### src/rtl/dvp_pattern_tx.sv
// Parallel-camera-bus pattern transmitter.
// Emits complete frames (vsync, back porch, active lines, front porch) of
// 16-bit pixels, high byte first, on an 8-bit bus with href/vref framing.
// Every output is a flop that is loaded from the next-cycle position, so the
// bus changes on the edge that enters each position.
module dvp_pattern_tx #(
   parameter int WIDTH        = 640,
   parameter int HEIGHT       = 480,
   parameter int HBLANK       = 144,
   parameter int VSYNC_LINES  = 3,
   parameter int VBACK_LINES  = 17,
   parameter int VFRONT_LINES = 10
) (
   input  logic        clk,
   input  logic        reset_n,
   input  logic        en,
   input  logic [1:0]  mode,
   input  logic [15:0] const_pixel,
   output logic        href,
   output logic        vref,
   output logic [7:0]  digital,
   output logic        frame_done,
   output logic [7:0]  frame_cnt
);

   localparam int          LINE_CLKS   = 2 * WIDTH + HBLANK;
   localparam logic [11:0] LAST_COL    = 12'(LINE_CLKS - 1);
   localparam logic [11:0] ACT_COLS    = 12'(2 * WIDTH);
   localparam logic [9:0]  LAST_VSYNC  = 10'(VSYNC_LINES - 1);
   localparam logic [9:0]  LAST_VBACK  = 10'(VBACK_LINES - 1);
   localparam logic [9:0]  LAST_ACTIVE = 10'(HEIGHT - 1);
   localparam logic [9:0]  LAST_VFRONT = 10'(VFRONT_LINES - 1);

   typedef enum logic [2:0] {
      ST_IDLE   = 3'd0,
      ST_VSYNC  = 3'd1,
      ST_VBACK  = 3'd2,
      ST_ACTIVE = 3'd3,
      ST_VFRONT = 3'd4
   } state_t;

   state_t      state_r, state_s;
   logic [11:0] col_r, col_s;
   logic [9:0]  line_r, line_s;
   logic [9:0]  last_line_s;
   logic        frame_end_s;   // current cycle is the last clock of a frame
   logic        start_s;       // this edge begins a new frame
   logic        done_next_s;   // next cycle is the last clock of a frame
   logic        href_s;

   // Frame-local copies, frozen for the whole frame at its start edge.
   logic [1:0]  mode_r;
   logic [15:0] const_r;
   logic [7:0]  cnt_lat_r;

   logic [7:0]  x_s;
   logic [7:0]  y_s;
   logic [15:0] pixel_s;
   logic [7:0]  byte_s;

   // Number of the last line in the current state.
   always_comb begin
      last_line_s = 10'd0;
      case (state_r)
         ST_VSYNC:  last_line_s = LAST_VSYNC;
         ST_VBACK:  last_line_s = LAST_VBACK;
         ST_ACTIVE: last_line_s = LAST_ACTIVE;
         ST_VFRONT: last_line_s = LAST_VFRONT;
         default:   last_line_s = 10'd0;
      endcase
   end

   // Next state and next column/line position.
   always_comb begin
      state_s     = state_r;
      col_s       = col_r;
      line_s      = line_r;
      frame_end_s = 1'b0;
      start_s     = 1'b0;
      if (state_r == ST_IDLE) begin
         col_s  = 12'd0;
         line_s = 10'd0;
         if (en) begin
            state_s = ST_VSYNC;
            start_s = 1'b1;
         end else begin
            state_s = ST_IDLE;
         end
      end else if (col_r != LAST_COL) begin
         col_s = col_r + 12'd1;
      end else if (line_r != last_line_s) begin
         col_s  = 12'd0;
         line_s = line_r + 10'd1;
      end else begin
         col_s  = 12'd0;
         line_s = 10'd0;
         case (state_r)
            ST_VSYNC:  state_s = ST_VBACK;
            ST_VBACK:  state_s = ST_ACTIVE;
            ST_ACTIVE: state_s = ST_VFRONT;
            ST_VFRONT: begin
               frame_end_s = 1'b1;
               if (en) begin
                  state_s = ST_VSYNC;
                  start_s = 1'b1;
               end else begin
                  state_s = ST_IDLE;
               end
            end
            default:   state_s = ST_IDLE;
         endcase
      end
   end

   // Pixel pattern and byte selection for the position entered next cycle.
   always_comb begin
      x_s         = col_s[8:1];
      y_s         = line_s[7:0];
      href_s      = (state_s == ST_ACTIVE) && (col_s < ACT_COLS);
      done_next_s = (state_s == ST_VFRONT) && (col_s == LAST_COL) &&
                    (line_s == LAST_VFRONT);
      pixel_s     = 16'h0000;
      case (mode_r)
         2'd0:    pixel_s = {x_s, y_s};
         2'd1:    pixel_s = const_r;
         2'd2:    pixel_s = (x_s[3] ^ y_s[3] ^ cnt_lat_r[0]) ? 16'hFFFF : 16'h0000;
         2'd3:    pixel_s = {cnt_lat_r, cnt_lat_r};
         default: pixel_s = 16'h0000;
      endcase
      if (col_s[0]) begin
         byte_s = pixel_s[7:0];
      end else begin
         byte_s = pixel_s[15:8];
      end
   end

   // State and position counters.
   always_ff @(posedge clk) begin
      if (!reset_n) begin
         state_r <= ST_IDLE;
         col_r   <= 12'd0;
         line_r  <= 10'd0;
      end else begin
         state_r <= state_s;
         col_r   <= col_s;
         line_r  <= line_s;
      end
   end

   // Registered bus outputs and frame completion counter.
   always_ff @(posedge clk) begin
      if (!reset_n) begin
         href       <= 1'b0;
         vref       <= 1'b0;
         digital    <= 8'h00;
         frame_done <= 1'b0;
         frame_cnt  <= 8'd0;
      end else begin
         href       <= href_s;
         vref       <= (state_s == ST_VSYNC);
         digital    <= href_s ? byte_s : 8'h00;
         frame_done <= done_next_s;
         if (frame_end_s) begin
            frame_cnt <= frame_cnt + 8'd1;
         end
      end
   end

   // Frame-start latch of pattern inputs; the count includes a frame
   // completing on this very edge.
   always_ff @(posedge clk) begin
      if (!reset_n) begin
         mode_r    <= 2'd0;
         const_r   <= 16'h0000;
         cnt_lat_r <= 8'd0;
      end else if (start_s) begin
         mode_r    <= mode;
         const_r   <= const_pixel;
         cnt_lat_r <= frame_end_s ? (frame_cnt + 8'd1) : frame_cnt;
      end
   end

endmodule

### config.mk
export PLATFORM = sky130hd
export DESIGN_NAME = dvp_pattern_tx
export DESIGN_NICKNAME = d
export VERILOG_FILES = /design/src/rtl/dvp_pattern_tx.sv
export SDC_FILE = /design/constraint.sdc
export NUM_CORES = 1
export LEC_CHECK = 0
export ABC_AREA = 1
export CAP_MARGIN = 0
export CORE_AREA = 2 2 73 127
export CTS_CLUSTER_DIAMETER = 30
export DETAILED_ROUTE_END_ITERATION = 10
export DIE_AREA = 0 0 75 129
export MAX_ROUTING_LAYER = met4
export PLACE_DENSITY = 0.67
export SLEW_MARGIN = 20
export SYNTH_ARGS = -nofsm -noshare
export SYNTH_HDL_FRONTEND = slang
export SYNTH_SLANG_ARGS = --single-unit
### constraint.sdc
create_clock -name clk -period 1.96 [get_ports clk]
set_input_delay 0.196 -clock clk [delete_from_list [all_inputs] [get_ports clk]]
set_output_delay 0.196 -clock clk [all_outputs]
set_load 0.02 [all_outputs]
==> impl_metrics.tcl <==
set metrics [dict create \
    synth.avg_cell_area_um2 6.654 \
    cp.arrival_ns 2.24 \
    cts_buffers 9 \
    synth_area_leader_cell "dfxtp_1" \
    postSynthCellCount 569 \
    path_max_fanout 7 \
    h-tree-depth 3 \
    min_delay_path_depth 3 \
    cp_common_cell "nand2_2" \
    holdPathEnd "const_r[13]$_SDFFE_PN0P_" \
    slowest_stage "dfxtp_4" \
    synth_top_family_by_area "simple AND/OR/NAND/NOR gates" \
    fin_crit_sh_pct 100.9 \
    p_per_area_nw_per_um2 658.9 \
    first_global_vias 4294 \
    fmax_mhz 505.8 \
    min_from "const_pixel[13]" \
    avgViaCountPerCell 5.326 \
    slew_headroom_pct 56.84 \
    clk_latency_ns 0.33 \
    drcViolationCount 0 \
    p_leak_nw 2.467 \
    placementRows 45 \
    synthSimpleGateAreaFrac_pct 36.09 \
    grt_max_degree 35 \
    final_common_cell "nor2_1" \
    ant_nets 0 \
    drtIter0Drc 252 \
    fin_setup_tns_ns -0.01697 \
    ir_worst_vdd_mv 0.7422 \
    overflow 0 \
    timing.rr.start "state_r[2]$_SDFF_PN0_" \
    critPathKind "reg -> reg" \
    cts_sinks 70 \
    critical-path-max-stage-delay_ns 0.36 \
    synth_top_area_share_pct 37.01 \
    r2r_setup_slack_ns -0.02 \
    drt_wl_total_um 13000 \
    synth.distinct_cells 39 \
    skew_ns 0.006948 \
    cap_viol_max_count 0 \
    seq_area_frac_synth_pct 37.01 \
    period_minus_slack_ns 1.977 \
    met2_length_um 7088 \
    hold_viol_final 0 \
    crit_chain "inv_6 -> nand2_2 -> nand2_1 -> nand2_1 -> nor2_2 -> nand2_2 -> nor2_4 -> buf_6 -> nand3_2 -> nand2_2 -> nand3_4 -> nor2_4 -> nand4_1 -> nor2_2" \
    cp-end-kind "flop" \
    rr_endpoint "digital[0]$_SDFF_PN0_" \
    netlist_area_um2 3786 \
    highest_layer "met4" \
    fin_nets 724 \
    cts_tree "built" \
    drive_gt1_share_pct 29.08 \
    synth-xor-area-share_pct 2.545 \
    dp_hpwl_um 9354 \
    rsz0062_at_grt "true" \
    ys_warn_count 0 \
    fin_ws_ns -0.01697 \
    finalSetupViolCount 1 \
    die-area_um2 9675 \
    dr_wl_met3_um 466 \
    ys_ff_latch 70 \
    clk_pin_slew_ns 0.05 \
    routed-via-count 4378 \
    cp.required_ns 2.22 \
    synth_compound_gate_area_share_pct 14.08 \
    core_area_um2 8615 \
    violations "negative setup slack" \
    cp_num_buf_inv 2 \
    synthAdderAreaFrac_pct 0.9914 \
    die_h_um 129 \
    wl_per_cell_um 15.82 \
    crit_family "simple AND/OR/NAND/NOR gates" \
    gp_congestion 1.032 \
    postCtsHoldBufs 0 \
    start_util_pct 43.95 \
    grt_use_total_pct 27.72 \
    port_buffers 39 \
    r2r_cells 14 \
    hp-class "in -> reg" \
    drv_slew 0 \
    m1WireLength_um 4575 \
    synth_nets 593 \
    diodes 0 \
    grt_pass1_wl_um 19610 \
    synth.area.top_cells "dfxtp_1, nand2_1, nor2_1" \
    root_buffer "clkbuf_16" \
    muxShareOfSynthArea_pct 0 \
    whs_ns 0.4471 \
    tightest_slew_ns 0.6450 \
    pin_count 40 \
    final_cell_mix "nor2_1, nand2_1, buf_4, inv_1, dfxtp_1" \
    cp-start-kind "flop" \
    die_w_um 75 \
    clock_path_buffers 2 \
    syn_to_final_growth_pct 49.44 \
    status "complete, but fails checks" \
    firstDrtPassIters 5 \
    antenna_found_initial 0 \
]
-- state kept, by name (all words and copies together) (netlist names) --
| signal | cells |
|---|---|
| const_r | 16 |
| frame_cnt | 8 |
| cnt_lat_r | 8 |
| mode_r | 2 |
| digital | 8 |
| col_r | 12 |
| line_r | 10 |
| frame_done | 1 |
| vref | 1 |
| state_r | 3 |
| href | 1 |
-- through the flow --
step | instance area, µm² | power [mW] | instances | utilization [%] | worst slack, ns
2_1_floorplan | 3786 | 1.796 | 569 | - | 0.08921
3_3_place_gp | 4821 | 1.951 | 786 | 55.96 | -0.2001
3_5_place_dp | 4821 | 1.957 | 786 | 55.96 | -0.2212
4_1_cts | 5293 | 3.704 | 810 | 61.44 | 0.0002862
5_1_grt | 5658 | 3.846 | 822 | 65.68 | -0.1682
6_report | 5658 | 3.728 | 822 | 65.68 | -0.01697
-- routing by layer --
| metal | vias to the layer above | track usage (%) |
|---|---|---|
| met4 | 0 | 18.91 |
| li1 | 2106 | - |
| met2 | 162 | 48.71 |
| met3 | 61 | 4.385 |
| met1 | 2049 | 26.50 |
| met5 | - | - |
-- worst max-delay path by stage --
stage / from / endpoint / slack [ns] / cells past startpoint
2_1_floorplan: col_r[0]$_SDFF_PN0_ / cnt_lat_r[2]$_SDFFE_PN0P_ / 0.09 / 11
3_3_place_gp: col_r[0]$_SDFF_PN0_ / digital[0]$_SDFF_PN0_ / -0.20 / 13
3_5_place_dp: state_r[0]$_SDFF_PN0_ / cnt_lat_r[1]$_SDFFE_PN0P_ / -0.22 / 10
4_1_cts: state_r[1]$_SDFF_PN0_ / frame_done$_SDFF_PN0_ / 0.0003 / 14
5_1_grt: state_r[2]$_SDFF_PN0_ / digital[0]$_SDFF_PN0_ / -0.17 / 14
6_report: state_r[2]$_SDFF_PN0_ / digital[0]$_SDFF_PN0_ / -0.02 / 14
-- worst min-delay path: stages --
cell and delay (ns):
clkdlybuf4s50_1 0.39, nor2_1 0.10, nor2_1 0.05
-- power by group --
part	internal, mW	switching [mW]	total [mW]
clock	1.14	0.590	1.73
sequential	1.47	0.0353	1.51
combinational	0.204	0.281	0.485
total	2.82	0.907	3.73
-- layout make-up --
class | count | area (µm²)
clock buffer | 12 | 246.5
sequential | 70 | 1421
tap | 117 | 146.4
fill | 766 | 2957
inverter | 73 | 291.5
multi-input combinational | 414 | 2359
clock inverter | 4 | 70.07
timing repair buffer | 132 | 1124
-- cells in the mapped netlist --
master       n
a2111oi_0    1
a211oi_2     3
a21boi_0     1
a21o_1       5
a21oi_1     24
buf_2        5
buf_4        1
buf_6        2
clkbuf_1     6
clkinv_1     2
dfxtp_1     70
ha_1         3
inv_1       62
inv_2        9
nand2_1    114
nand2_2      1
nand3_1     42
nand3_2      6
nand3_4      1
nand3b_1     2
nand4_1     18
nor2_1     114
nor2_2       1
nor2_4       2
nor3_1       3
nor3_2       2
nor4_1       3
o211a_1      1
o211ai_1     5
o21a_1       1
o21ai_0     33
o21ai_1      6
o21ai_4      1
o21bai_1     4
o221ai_1     2
o31ai_1      1
or2_2        1
xnor2_1      2
xor2_1       9
-- cells by family (layout without fill, tap and decap cells) --
kind of cell | Yosys count | after routing
AO/OA/AOI/OAI | 88 | 88
XOR/XNOR | 11 | 11
adder cells (fa/ha/maj) | 3 | 3
buffers and inverters | 87 | 221
flip-flops | 70 | 70
AND/OR/NAND/NOR | 310 | 312
-- timing repair --
| action | CTS | global route |
|---|---|---|
| resized for setup | 27 | 81 |
| endpoints found under the setup margin | 42 | 48 |
| cloned | 1 | 1 |
| pin swaps | 7 | 30 |
| buffers inserted | 7 | 12 |
(Power assumes the default switching activity.)
==> variant: new RTL, config.mk and constraints unchanged <==
Re-encode `state_t` (5 states) as one-hot, 5 bits wide.
--- a/src/rtl/dvp_pattern_tx.sv
+++ b/src/rtl/dvp_pattern_tx.sv
@@ -32,10 +32,10 @@
    localparam logic [9:0]  LAST_VFRONT = 10'(VFRONT_LINES - 1);
 
-   typedef enum logic [2:0] {
-      ST_IDLE   = 3'd0,
-      ST_VSYNC  = 3'd1,
-      ST_VBACK  = 3'd2,
-      ST_ACTIVE = 3'd3,
-      ST_VFRONT = 3'd4
+   typedef enum logic [4:0] {
+      ST_IDLE   = 5'b00001,
+      ST_VSYNC  = 5'b00010,
+      ST_VBACK  = 5'b00100,
+      ST_ACTIVE = 5'b01000,
+      ST_VFRONT = 5'b10000
    } state_t;
 
Function: no difference found for any inputs over 10 cycles, from zero or initial values and one cycle with reset_n low; not proved beyond that.
==> variant against the original RTL <==
The flow still finishes with violations (negative setup slack); die area stayed put; sequential cell count is 2 higher; cell area is 2.7% higher; via count is 0.16% higher; power is 0.86% lower; routed wire length is 4.4% lower; synthesized area is 3.1% higher; worst setup slack worse by 0.18 ns; critical path type unchanged; largest power group is now registers.
==> variant: results (changes against the original RTL) <==
stage,metric,value,unit,change
outcome,status,"complete, but fails checks",,
outcome,failing checks,negative setup slack,,
layout,fin cells,841,,+2.3%
layout,Final #Nets,744,,+2.8%
power,Seq pwr share,42.4,%,+1.9 points
timing,Setup WS post-layout,-0.196,ns,-0.179 ns
yosys,Synth area leaders,"dfxtp_1 37%, nand2_1 11%, nor2_1 8.9%, nand3_1 6.2%, inv_1 6.1%",,
grt,GR met1 Demand/Resource,28.4,%,+1.9 points
grt,Global Route Usage Sum,27.9,%,+0.18 points
min_path,Tightest Hold Check Type,primary input to flop,,
yosys,post-synthesis sequential area ratio,36.9,%,-0.10 points
yosys,post-synthesis compound-gate area fraction,12.2,%,-1.8 points
placement,placed insts,802,,+2.0%
power,Pwr per Cell Area,636,nW/µm²,-3.4%
power,Clock Power Share,39.8,%,-6.7 points
drt,via count,4385,,+0.16%
layout,share of cells above drive strength 1,30.8,%,+1.7 points
layout,# fillers,733,,-4.3%
clock_network,post-CTS resize count,48,,+78%
setup_path,CP arrival,2.39,ns,+0.15 ns
layout,fraction of area in registers,25.1,%,-0.046 points
grt,largest net degree at the start of global routing,33,,-5.7%
timing,Max transition margin,71.7,%,+15 points
grt,M2 GR Usage,47.8,%,-0.88 points
power,VDD IR-drop max,0.000706,V,-4.9%
placement,post-placement setup slack,-0.337,ns,-0.115 ns
layout,multi-input logic area,2450,µm²,+3.7%
yosys,Post-synth top cells,"112 x nand2_1, 93 x nor2_1, 72 x dfxtp_1, 63 x inv_1, 48 x nand3_1",,
grt,first-pass GRT wire length,20000,µm,+2.2%
setup_path,worst-path fanout max,4,,-3
layout,multi-input gates,420,,+1.4%
yosys,Synth Area in XOR/XNOR,2.02,%,-0.53 points
clock_network,H-tree depth,3,,unchanged
power,P_seq,1.57,mW,+4%
placement,GP Congestion,0.980,,-5.1%
yosys,mux contribution to synthesized area,0.256,%,+0.26 points
power,Leak,2.57,nW,+4.1%
placement,Final HPWL DP,8820,µm,-5.7%
setup_path,"CP delay by family, top",simple AND/OR/NAND/NOR gates,,
grt,grt met3 use,4.70,%,+0.31 points
placement,Post-Place Cell Area,5010,µm²,+4.0%
timing,Final setup viols,47,,+46
timing,Final TNS setup,-5.67,ns,-5.65 ns
clock_network,clk_lat worst skew,0.34,ns,
clock_network,clk sinks,72,,+2.9%
layout,Clock-cell share,4.55,%,-1.0 points
layout,clkbuf count,10,,-2
drt,Post-Route WL,12400,µm,-4.4%
power,net switching power,1.05,mW,+15%
layout,Non-CTS buffers,145,,+9.8%
yosys,Post-Synth Adder-Cell Area,0.961,%,-0.030 points
clock_network,# Post-CTS Setup Buffers,13,,+6
yosys,Synthesized Nets,601,,+1.3%
layout,non-clk buf share,20.9,%,+1.0 points
yosys,Avg Synthesized Cell Area,6.77,µm²,+1.7%
timing,final clock skew,0.00612,ns,-0.000833 ns
layout,invs w/o clock,72,,-1.4%
variant: changes by cell type in the layout (fill, tap and decap cells not counted), moves of 6 or more:
cell,delta
nand3_1,+12
dfxtp_1,+6
buf_4,+14
nor2_1,-18
o21ai_0,+13
nand2_1,+6
nor2_4,+7
nor3_1,+7
variant: metal layers:
layer / wire [µm] / vias up
met5: 0 / -
met4: 896 / 0
met3: 452 / 61
met2: 6540 / 139
met1: 4550 / 2021
li1: - / 2164
variant: logic make-up after synthesis:
group	after synthesis
xor+xnor	9
fa+ha+maj	3
mux	1
flops	72
simple gates	317
buf+inv	89
compound gates	86
variant: worst paths after layout:
path / startpoint / endpoint / slack, ns / depth (start not counted)
worst min register to register: const_r[2] / const_r[2] / 0.50 / 2
worst max-delay path: state_r[0] / digital[3] / -0.20 / 16
worst min-delay path: const_pixel[3] / const_r[3] / 0.44 / 3
worst max register to register: state_r[0] / digital[3] / -0.20 / 16
